[config.mk]
export PLATFORM = sky130hd
export DESIGN_NAME = boot_copier
export DESIGN_NICKNAME = d
export VERILOG_FILES = /design/src/rtl/boot_pkg.sv /design/src/rtl/boot_copier.sv
export SDC_FILE = /design/constraint.sdc
export NUM_CORES = 1
export LEC_CHECK = 0
export BUFFER_PORTS_ARGS = -buffer_cell sky130_fd_sc_hd__buf_2
export CAP_MARGIN = 20
export CORE_UTILIZATION = 30
export CTS_CLUSTER_SIZE = 10
export DETAILED_ROUTE_END_ITERATION = 10
export PLACE_DENSITY = 0.53
export SLEW_MARGIN = 20
export SYNTH_ARGS = -nofsm -noshare
export SYNTH_HDL_FRONTEND = slang
export SYNTH_SLANG_ARGS = --single-unit
[constraint.sdc]
create_clock -name clk -period 2.5 [get_ports clk]
set_input_delay 0.25 -clock clk [delete_from_list [all_inputs] [get_ports clk]]
set_output_delay 0.25 -clock clk [all_outputs]
set_load 0.02 [all_outputs]
[src/rtl/boot_pkg.sv]
// rtl/boot_pkg.sv - shared types and widths for the bootstrap copier
package boot_pkg;
  typedef enum logic [1:0] {PRIME, COPY, DONE} state_e;
  localparam int ROM_AW = 8;
  localparam int CPU_AW = 16;
  localparam int CNT_W  = ROM_AW + 1;
endpackage

[src/rtl/boot_copier.sv]
// rtl/boot_copier.sv - copies LEN bytes of boot ROM into RAM at DEST_BASE, then releases the 6502
// Optional BOOT_CKSUM_EN adds a mod-256 checksum of the copied image and an error flag.
module boot_copier
  import boot_pkg::*;
#(
  parameter int                LEN       = 256,
  parameter logic [CPU_AW-1:0] DEST_BASE = 16'hFF00
) (
  input  logic              clk,
  input  logic              rst_n,
  input  logic              start,
  output logic [ROM_AW-1:0] rom_addr,
  input  logic [7:0]        rom_data,
  output logic [CPU_AW-1:0] ram_addr,
  output logic [7:0]        ram_dbw,
  output logic              ram_we,
  output logic              cpu_hold,
  output logic              busy,
  output logic              done
`ifdef BOOT_CKSUM_EN
  ,
  output logic [7:0]        cksum,
  output logic              cksum_err
`endif
);

  localparam logic [CNT_W-1:0] LEN_C    = CNT_W'(LEN);
  localparam logic [CNT_W-1:0] LAST_RD  = CNT_W'(LEN - 1);
  localparam logic [CNT_W-1:0] FIRST_RD = (LEN > 1) ? CNT_W'(1) : CNT_W'(0);

  state_e             state_q, state_d;
  logic [CNT_W-1:0]   rd_q, rd_d, wr_q, wr_d;
  logic [ROM_AW-1:0]  rom_addr_q, rom_addr_d;
  logic [CPU_AW-1:0]  ram_addr_q, ram_addr_d;
  logic [7:0]         ram_dbw_q, ram_dbw_d;
  logic               ram_we_q, ram_we_d;
  logic               hold_q, hold_d, busy_q, busy_d, done_q, done_d;
`ifdef BOOT_CKSUM_EN
  logic [7:0]         sum_q, sum_d;
  logic               err_q, err_d;
`endif

  always_ff @(posedge clk or negedge rst_n) begin
    if (!rst_n) begin
      state_q    <= PRIME;
      rd_q       <= '0;
      wr_q       <= '0;
      rom_addr_q <= '0;
      ram_addr_q <= DEST_BASE;
      ram_dbw_q  <= '0;
      ram_we_q   <= 1'b0;
      hold_q     <= 1'b1;
      busy_q     <= 1'b1;
      done_q     <= 1'b0;
`ifdef BOOT_CKSUM_EN
      sum_q      <= '0;
      err_q      <= 1'b0;
`endif
    end else begin
      state_q    <= state_d;
      rd_q       <= rd_d;
      wr_q       <= wr_d;
      rom_addr_q <= rom_addr_d;
      ram_addr_q <= ram_addr_d;
      ram_dbw_q  <= ram_dbw_d;
      ram_we_q   <= ram_we_d;
      hold_q     <= hold_d;
      busy_q     <= busy_d;
      done_q     <= done_d;
`ifdef BOOT_CKSUM_EN
      sum_q      <= sum_d;
      err_q      <= err_d;
`endif
    end
  end

  always_comb begin
    state_d    = state_q;
    rd_d       = rd_q;
    wr_d       = wr_q;
    rom_addr_d = rom_addr_q;
    ram_addr_d = ram_addr_q;
    ram_dbw_d  = ram_dbw_q;
    ram_we_d   = ram_we_q;
    hold_d     = hold_q;
    busy_d     = busy_q;
    done_d     = done_q;
`ifdef BOOT_CKSUM_EN
    sum_d      = sum_q;
    err_d      = err_q;
`endif
    case (state_q)
      PRIME: begin
        // ROM is sampling address 0 on this edge; point at byte 1 for the next one
        rd_d       = FIRST_RD;
        rom_addr_d = FIRST_RD[ROM_AW-1:0];
        wr_d       = '0;
        state_d    = COPY;
`ifdef BOOT_CKSUM_EN
        sum_d      = '0;
        err_d      = 1'b0;
`endif
      end
      COPY: begin
        if (rd_q < LAST_RD) begin
          rd_d       = rd_q + CNT_W'(1);
          rom_addr_d = rd_d[ROM_AW-1:0];
        end
        if (wr_q == LEN_C) begin
          ram_we_d = 1'b0;
          hold_d   = 1'b0;
          busy_d   = 1'b0;
          done_d   = 1'b1;
          state_d  = DONE;
`ifdef BOOT_CKSUM_EN
          err_d    = (sum_q != 8'd0);
`endif
        end else begin
          ram_we_d   = 1'b1;
          ram_addr_d = DEST_BASE + CPU_AW'(wr_q);
          ram_dbw_d  = rom_data;
          wr_d       = wr_q + CNT_W'(1);
`ifdef BOOT_CKSUM_EN
          sum_d      = sum_q + rom_data;
`endif
        end
      end
      DONE: begin
        if (start) begin
          state_d    = PRIME;
          rom_addr_d = '0;
          ram_we_d   = 1'b0;
          hold_d     = 1'b1;
          busy_d     = 1'b1;
          done_d     = 1'b0;
`ifdef BOOT_CKSUM_EN
          err_d      = 1'b0;
`endif
        end
      end
      default: state_d = PRIME;
    endcase
  end

  assign rom_addr  = rom_addr_q;
  assign ram_addr  = ram_addr_q;
  assign ram_dbw   = ram_dbw_q;
  assign ram_we    = ram_we_q;
  assign cpu_hold  = hold_q;
  assign busy      = busy_q;
  assign done      = done_q;
`ifdef BOOT_CKSUM_EN
  assign cksum     = sum_q;
  assign cksum_err = err_q;
`endif

endmodule

==> metrics.md <==
| Metric | Value |
|---|---|
| Layout Nets | 312 |
| Maximum buffer depth of the clock tree | 2 |
| Wire length of the first global-routing pass | 9.31 mm |
| Transition time at the pin with the least slew margin | roughly 0.65 ns |
| CTS tree | done |
| Top FF cell, synth | sky130_fd_sc_hd__dfrtp_1 |
| Count of hold buffers inserted by post-cts repair | 0 |
| Leading cell types in the layout, fill and taps excluded | 57 x sky130_fd_sc_hd__nand2_1, 46 x sky130_fd_sc_hd__dfrtp_1, 46 x sky130_fd_sc_hd__buf_2 |
| Class of the most critical setup path | register to register |
| Residual DRC count | 0 |
| Crit-path max cell delay | 0.53 ns |
| Chip width | 92.9 µm |
| Routed vias/inst | 4.89 |
| Boundary pin count | 47 |
| Port Buffer Count | 46 |
| Global placer's final weighted congestion | 0.793 |
| Highest net fanout along the worst path | 8 |
| Arrival time of data at the critical path endpoint | roughly 2.2 ns |
| Vias in the first global route | around 1800 |
| Clock skew after layout | 0.0125 ns |
| Final-report hold violation count | 0 |
| Path depth of the worst reg2reg path | 5 |
| Total setup buffers inserted after CTS | 0 |
| Slew margin rel. | 56.4% |
| Most common library cell in the layout ignoring fill and taps | sky130_fd_sc_hd__nand2_1 |
| Worst Path Required | around 2.7 ns |
| Count of clock tree sinks | 48 |
| Largest net degree at the start of global routing | 49 |
| Maximum vdd ir drop | between 0.2 and 0.25 mV |
| Dpl cells | 390 |
| Clock Latency Late Sink | 0.32 ns |
| CTS-repair resized insts | 0 |
| HPWL reported at the end of detailed placement | 3.68 mm |
| RSZ-0062 raised after global routing | no |
| Average footprint of a synthesized cell | ~9.7 µm² |
| Max Cap Violations | 0 |
| CTS root buf | sky130_fd_sc_hd__clkbuf_8 |
| CP Launch Type | register |
| Number of cell rows | 32 |
| Crit end category | register |
| Share of cells above drive strength 1 | 27.4% |
| Total setup violations reported at the end of the flow | 0 |
| Core area | 0.00785 mm² |
| Final slew viol count | 0 |
| Global-route total usage across every layer | 13.8% |
| H-tree levels | 2 |
| CP Buf/Inv Count | 1 |
| Growth of design area from synthesis to finish | 16.0% |
| Initial core utilization | 31.6% |
| Fin crit period | 2.05 ns |
| Mapped cell area | 0.00248 mm² |
| Antenna violation net count after detailed routing | 0 |
| Number of DRC violations after detailed-routing iteration 0 | 190 |
| Die Area | about 0.0086 mm² |
| Fraction of registers with async set/reset | 100% |
| Run status | complete, no violations |
| Via Count | 1946 |
| Highest clock frequency the design can meet | 489 MHz |
| Power per standard cell area | 502 mW/mm² |
| Post-synthesis register bit count | 48 |
| Antenna Cells | 0 |
| Number of warnings printed during yosys synthesis | 0 |
| Floorplan die height | around 93 µm |
| Final period utilization | 81.8% |
| Number of nets produced by synthesis | 272 |
| Number of enable flip-flop cells after synthesis | 0 |
| Leak pwr | approximately 1.4 nW |
| Total detailed-routing wirelength | 5.48 mm |
| Worst hold path class | input port to async pin |
| Antenna violations before repair | 0 |
| Post-Syn Instances | 255 |
| Total Neg Setup Slack | 0 ns |
| CTS clock-pin slew for the worst setup and hold paths | roughly 0.1 ns |
| CP max-delay cell | sky130_fd_sc_hd__a211oi_4 |
| Logic depth of the worst path, buffers included | 5 |
| Number of buffers created by CTS | 5 |
| WL per Instance | 13.8 µm |
| Cell family contributing the most delay on the critical path | compound AO/OA/AOI/OAI gates |
| Grt ovf | 0 |
| First-pass detailed-route iteration total | 4 |
| Number of non-filler instances in the completed layout | 398 |
| Cell breakdown of the critical path | inv_1, ha_1, nor2b_1, a211oi_4, mux2_2 |
| Unique cell type count in the Yosys netlist | 43 |
| Fraction of the yosys area taken by sequential cells | 48.6% |
==> through the flow <==
| stage | worst slack (ns) | instance area, µm² | hold WS, ns | total power [mW] | utilization, % |
|---|---|---|---|---|---|
| after global placement | 0.425 | 2750 | 0.394 | 0.847 | 35.0 |
| after detailed placement | 0.321 | 2750 | 0.405 | 0.848 | 35.0 |
| final | 0.454 | 2870 | 0.0178 | 1.44 | 36.6 |
| after global routing | 0.334 | 2870 | 0.0931 | 1.50 | 36.6 |
| after floorplan | 0.613 | 2480 | -0.0456 | 0.814 | - |
| after CTS | 0.293 | 2870 | 0.0571 | 1.46 | 36.6 |
==> registers in the layout (all words and copies together), names as in the netlist <==
name,cells
ram_addr,9
rd_q,9
wr_q,9
ram_dbw,8
rom_addr,8
state_q,2
busy,1
done,1
ram_we,1
==> worst paths after layout <==
path                        startpoint  slack [ns]     endpoint
max                         state_q[0]        0.45  rom_addr[0]
min                              rst_n        0.02  rom_addr[6]
max reg2reg                 state_q[0]        0.45  rom_addr[0]
min reg2reg                 ram_dbw[6]        0.48   ram_dbw[6]
max in group asynchronous        rst_n        2.05      wr_q[5]
min in group clk           rom_data[1]        0.12   ram_dbw[1]
==> power breakdown <==
group	leakage, nW	switching, mW	internal [mW]
combinational	0.734	0.0315	0.0131
sequential	0.581	0.00293	0.782
clock	0.0614	0.285	0.327
total	1.38	0.320	1.12
==> synthesized netlist by cell type (all sizes together) (5+ instances only) <==
library cell | n | area (µm²)
nand3 | 9 | 45.0
dfrtp | 46 | 1150
xor2 | 5 | 43.8
inv | 10 | 37.5
nor3 | 5 | 25.0
o21ai | 11 | 58.8
nor2 | 11 | 41.3
nand2 | 57 | 214
clkbuf | 8 | 50.1
xnor2 | 5 | 43.8
mux2i | 5 | 50.1
mux2 | 8 | 90.1
ha | 6 | 75.1
buf | 13 | 97.6
a21oi | 12 | 60.1
o22ai | 5 | 31.3
==> layout make-up <==
class	instances	area [µm²]
Inverter	10	37.5
Tap cell	102	128
Timing Repair Buffer	54	290
Fill cell	814	4970
Clock buffer	6	82.6
Sequential cell	48	1200
Multi-Input combinational cell	176	1090
Clock inverter	2	38.8
==> worst register-to-register path: cells and delay by family, from the launching register on <==
family,cells,cell delay (ns)
DFF,1,0.38
buffers and inverters,1,0.07
adders and majority gates,1,0.29
muxes,1,0.40
and+or+nand+nor,1,0.25
AOI/OAI and AO/OA,1,0.53
==> routing by layer <==
| metal | track usage, % | routed length (µm) |
|---|---|---|
| met3 | 2.55 | 235 |
| met5 | 0 | 0 |
| met4 | 5.13 | 86 |
| met1 | 20.3 | 2810 |
| met2 | 20.0 | 2350 |
==> kinds of logic (layout without fill, tap and decap cells) <==
logic type,Yosys count,count (layout),synth area share [%]
adders and majority gates,6,6,3.03
and+or+nand+nor,99,99,18.5
buffers and inverters,31,72,7.47
DFF,48,48,48.6
muxes,13,13,5.66
xor gates and xnor gates,10,10,3.54
AOI/OAI and AO/OA,48,48,13.2
No activity file was read; power rests on OpenSTA's default activity.
